File: src/rtl/simple_connect.sv
// Zero-latency pass-through bus with a clocked monitor: registered mirror,
// change-detect pulse, saturating change counter and combinational parity.
module simple_connect #(
    parameter int DW    = 8,
    parameter int CNT_W = 16
) (
    input  logic             clk,
    input  logic             resetn,
    input  logic [DW-1:0]    d_in,
    output logic [DW-1:0]    d_out,
    output logic [DW-1:0]    d_out_r,
    output logic             chg,
    output logic [CNT_W-1:0] chg_cnt,
    output logic             parity
);

    logic [DW-1:0]    prev_q, prev_d;
    logic [DW-1:0]    mirror_q, mirror_d;
    logic             chg_q, chg_d;
    logic [CNT_W-1:0] cnt_q, cnt_d;
    logic             diff;

    function automatic logic [CNT_W-1:0] sat_inc(input logic [CNT_W-1:0] v);
        return (&v) ? v : v + CNT_W'(1);
    endfunction

    // Primary path never touches clk or resetn.
    assign d_out  = d_in;
    assign parity = ^d_in;

    always_comb begin
        diff     = (d_in != prev_q);
        prev_d   = d_in;
        mirror_d = d_in;
        chg_d    = diff;
        cnt_d    = diff ? sat_inc(cnt_q) : cnt_q;
    end

    always_ff @(posedge clk) begin
        if (!resetn) begin
            prev_q   <= '0;
            mirror_q <= '0;
            chg_q    <= 1'b0;
            cnt_q    <= '0;
        end else begin
            prev_q   <= prev_d;
            mirror_q <= mirror_d;
            chg_q    <= chg_d;
            cnt_q    <= cnt_d;
        end
    end

    assign d_out_r = mirror_q;
    assign chg     = chg_q;
    assign chg_cnt = cnt_q;

endmodule

File: config.mk
export PLATFORM = sky130hd
export DESIGN_NAME = simple_connect
export DESIGN_NICKNAME = d
export VERILOG_FILES = /design/src/rtl/simple_connect.sv
export SDC_FILE = /design/constraint.sdc
export NUM_CORES = 1
export LEC_CHECK = 0
export CAP_MARGIN = 20
export CORE_ASPECT_RATIO = 1.75
export CORE_MARGIN = 3
export CORE_UTILIZATION = 41
export CTS_CLUSTER_DIAMETER = 200
export DETAILED_ROUTE_END_ITERATION = 8
export PLACE_DENSITY = 0.76
export SYNTH_ARGS = -nofsm -noshare
export SYNTH_HDL_FRONTEND = slang
export SYNTH_SLANG_ARGS = --single-unit
File: constraint.sdc
create_clock -name clk -period 1.77 [get_ports clk]
set_input_delay 0.354 -clock clk [delete_from_list [all_inputs] [get_ports clk]]
set_output_delay 0.354 -clock clk [all_outputs]
set_load 0.01 [all_outputs]
==> results_dict.tcl <==
set metrics [dict create \
    status "finished clean" \
    synthArstFlopShare_pct 0 \
    clk_root_buffer_cell "clkbuf_8" \
    hpwlAfterDp_um 2738 \
    design.die.area_um2 3997 \
    drv_cap 0 \
    n_antenna_cell 0 \
    pin_count 44 \
    period_share_pct 97.53 \
    drive_gt1_share_pct 31.86 \
    fmax_ghz 0.5793 \
    final-hold-violation-count 0 \
    power_switching_share_pct 27.17 \
    htree_num_levels 1 \
    ctsHoldBuffers 0 \
    crit_required_ns 1.98 \
    finalWirelength_um 3968 \
    p_total_mw 1.200 \
    firstDrtPassIters 4 \
    drc 0 \
    final_nets 216 \
    powerDensity_nw_per_um2 573.0 \
    ir_worst_vdd_uv 482.8 \
    drt_iter0_markers 55 \
    grt_antenna_before_repair 0 \
    grt_pass1_wl_um 6375 \
    worstPathArrival_ns 1.93 \
    die_y_um 81.42 \
    power.leakage_nw 0.7926 \
    ys_warn_count 0 \
    skew_ns 0.008786 \
    fp.coreArea_um2 3025 \
    die_x_um 49.10 \
    pwr-share-comb_pct 21.2 \
    syn-num-nets 157 \
    portBuffers 43 \
    place_area_um2 1886 \
    synth_area_um2 1333 \
    final_core_util_pct 69.23 \
    avgSynthCellArea_um2 9.127 \
    reg2reg_depth 7 \
    viasPerCell 5.516 \
    synth_seq_cells 25 \
    initial_core_util_pct 44.04 \
    power.switching_mw 0.3261 \
    cts-buffers-inserted 3 \
    slew_viol_final 0 \
    vias 1357 \
    grt_max_degree 15 \
    clkPwrFrac_pct 29.2 \
    grt_pass1_vias 1421 \
    synth_flop_cell "dfxtp_1" \
    netlist_instances 146 \
    ys_seq_area_share_pct 37.56 \
    globalplace.congestion 0.8077 \
    power_frac_seq_pct 49.6 \
    tns_ns 0 \
    wire_per_inst_um 16.13 \
    rsz0062_at_grt "true" \
    grt-ovfl-total 0 \
    insertion_delay_ns 0.28 \
    worst_setup_path_start_kind "flip-flop" \
    hold_depth 2 \
    cp-end-kind "flip-flop" \
    worst_slew_pin_slew_ns 0.4813 \
    clkSlewWorstSetupHoldPaths_ns 0.09 \
    design_area_um2 2095 \
    internal_power_mw 0.8741 \
    rows 26 \
    min_path_type "in2reg" \
    cp_max_fo 11 \
    drt.antenna.violating_nets 0 \
    clock_path_buffers 2 \
    synth_cell_types 34 \
    layout_min_cycle_time_ns 1.726 \
    cts_tree "yes" \
    crit_type "reg2reg" \
    areaGrowthSynthToFinish_pct 57.18 \
    synth_enable_flop_cells 0 \
    setup_viol_count_final 0 \
    track_usage_pct 20.45 \
    max-slew-margin-rel_pct 67.88 \
    cts_sinks 25 \
]
## registers in the layout, indices dropped and copies added (netlist names)
register  count
d_out_r       8
chg           1
chg_cnt      16
## cells in the mapped netlist (all sizes together), types with 2 or more instances
cell type,instances,area share (%)
nand2,11,3.1
buf,11,7.0
xnor2,6,3.9
or4,6,3.4
nand3,10,3.8
o31ai,4,2.3
a21oi,11,4.1
nand4,3,1.9
mux2i,5,3.8
clkbuf,3,0.85
o41ai,3,2.0
or3,2,0.94
and4,3,2.5
xor2,9,5.9
nor4,4,2.3
nand2b,5,2.3
nor2,3,0.85
dfxtp,25,38
o21ai,2,0.75
inv,2,0.56
and2,10,4.9
## power by group through the flow
stage | Combinational, mW | Clock (mW) | Sequential (mW)
2_1_floorplan | 0.0962 | 0 | 0.615
3_3_place_gp | 0.235 | 0 | 0.602
3_5_place_dp | 0.240 | 0 | 0.603
4_1_cts | 0.250 | 0.347 | 0.594
5_1_grt | 0.275 | 0.371 | 0.598
6_report | 0.254 | 0.350 | 0.596
## per-layer routing
| metal | track usage [%] | up-vias | wire length, um |
|---|---|---|---|
| li1 | - | 628 | - |
| met1 | 18.35 | 657 | 1303 |
| met2 | 42.20 | 62 | 2290 |
| met3 | 3.630 | 10 | 260 |
| met4 | 10.26 | 0 | 114 |
| met5 | 0 | - | 0 |
## area by class of cell
type                       instances  area [um^2]
inverter                           2        7.507
sequential                        25        504.2
multi-input combinational        107        895.9
tap                               42        52.55
clock inverter                     1        5.005
timing repair buffer              66        588.1
clock buffer                       3        41.29
fill                             246        930.9
## repair_timing
| item | in CTS | in global routing |
|---|---|---|
| cloned | 2 | 0 |
| resized for setup | 29 | 22 |
| setup endpoints to repair | 26 | 16 |
| hold endpoints to repair | 0 | 0 |
| setup buffers | 2 | 0 |
| pin swaps | 9 | 5 |
## stage by stage
step	instances	hold WS [ns]	setup WS (ns)
after global placement	240	0.4776	-0.4639
after floorplan	146	0.4757	0.05639
after CTS	248	0.5072	0.01894
final	246	0.4246	0.04376
after global routing	246	0.4360	-0.02704
after detailed placement	240	0.4952	-0.5276
## cell families (layout without fill, tap and decap cells)
logic type | after synthesis | after routing | synth area share, %
compound gates | 23 | 23 | 10.89
buf+inv | 16 | 72 | 8.450
mux | 5 | 5 | 3.756
fa+ha+maj | 1 | 1 | 0.9388
simple gates | 61 | 63 | 28.54
flops | 25 | 25 | 37.56
xor+xnor | 15 | 15 | 9.859
## worst max-delay path: stages, from the launching register on
cell	delay, ns
dfxtp_1	0.33
ha_1	0.22
and2_4	0.17
nand4_2	0.10
nor2_2	0.05
buf_6	0.14
or4_1	0.50
a21oi_2	0.13
## layout by cell type, fill, tap and decap left out, drive strengths merged, types with 5 or more instances in the layout
cell and n:
dfxtp 25, xor2 9, or4 6, clkdlybuf4s50 33
clkbuf 5, nand3 10, mux2i 5, nand2b 5
a21oi 11, dlygate4sd2 6, xnor2 6, and2 12
nand2 11, buf 24
## path summary, 6_finish.rpt
path / startpoint / end / slack (ns)
min: d_in[7] / d_out_r[7]$_SDFF_PN0_ / 0.42
max reg2reg: chg_cnt[0]$_SDFFE_PN0P_ / chg_cnt[3]$_SDFFE_PN0P_ / 0.04
min reg2reg: chg_cnt[5]$_SDFFE_PN0P_ / chg_cnt[5]$_SDFFE_PN0P_ / 0.48
max: chg_cnt[0]$_SDFFE_PN0P_ / chg_cnt[3]$_SDFFE_PN0P_ / 0.04
Power figures use the tool's default switching activity.
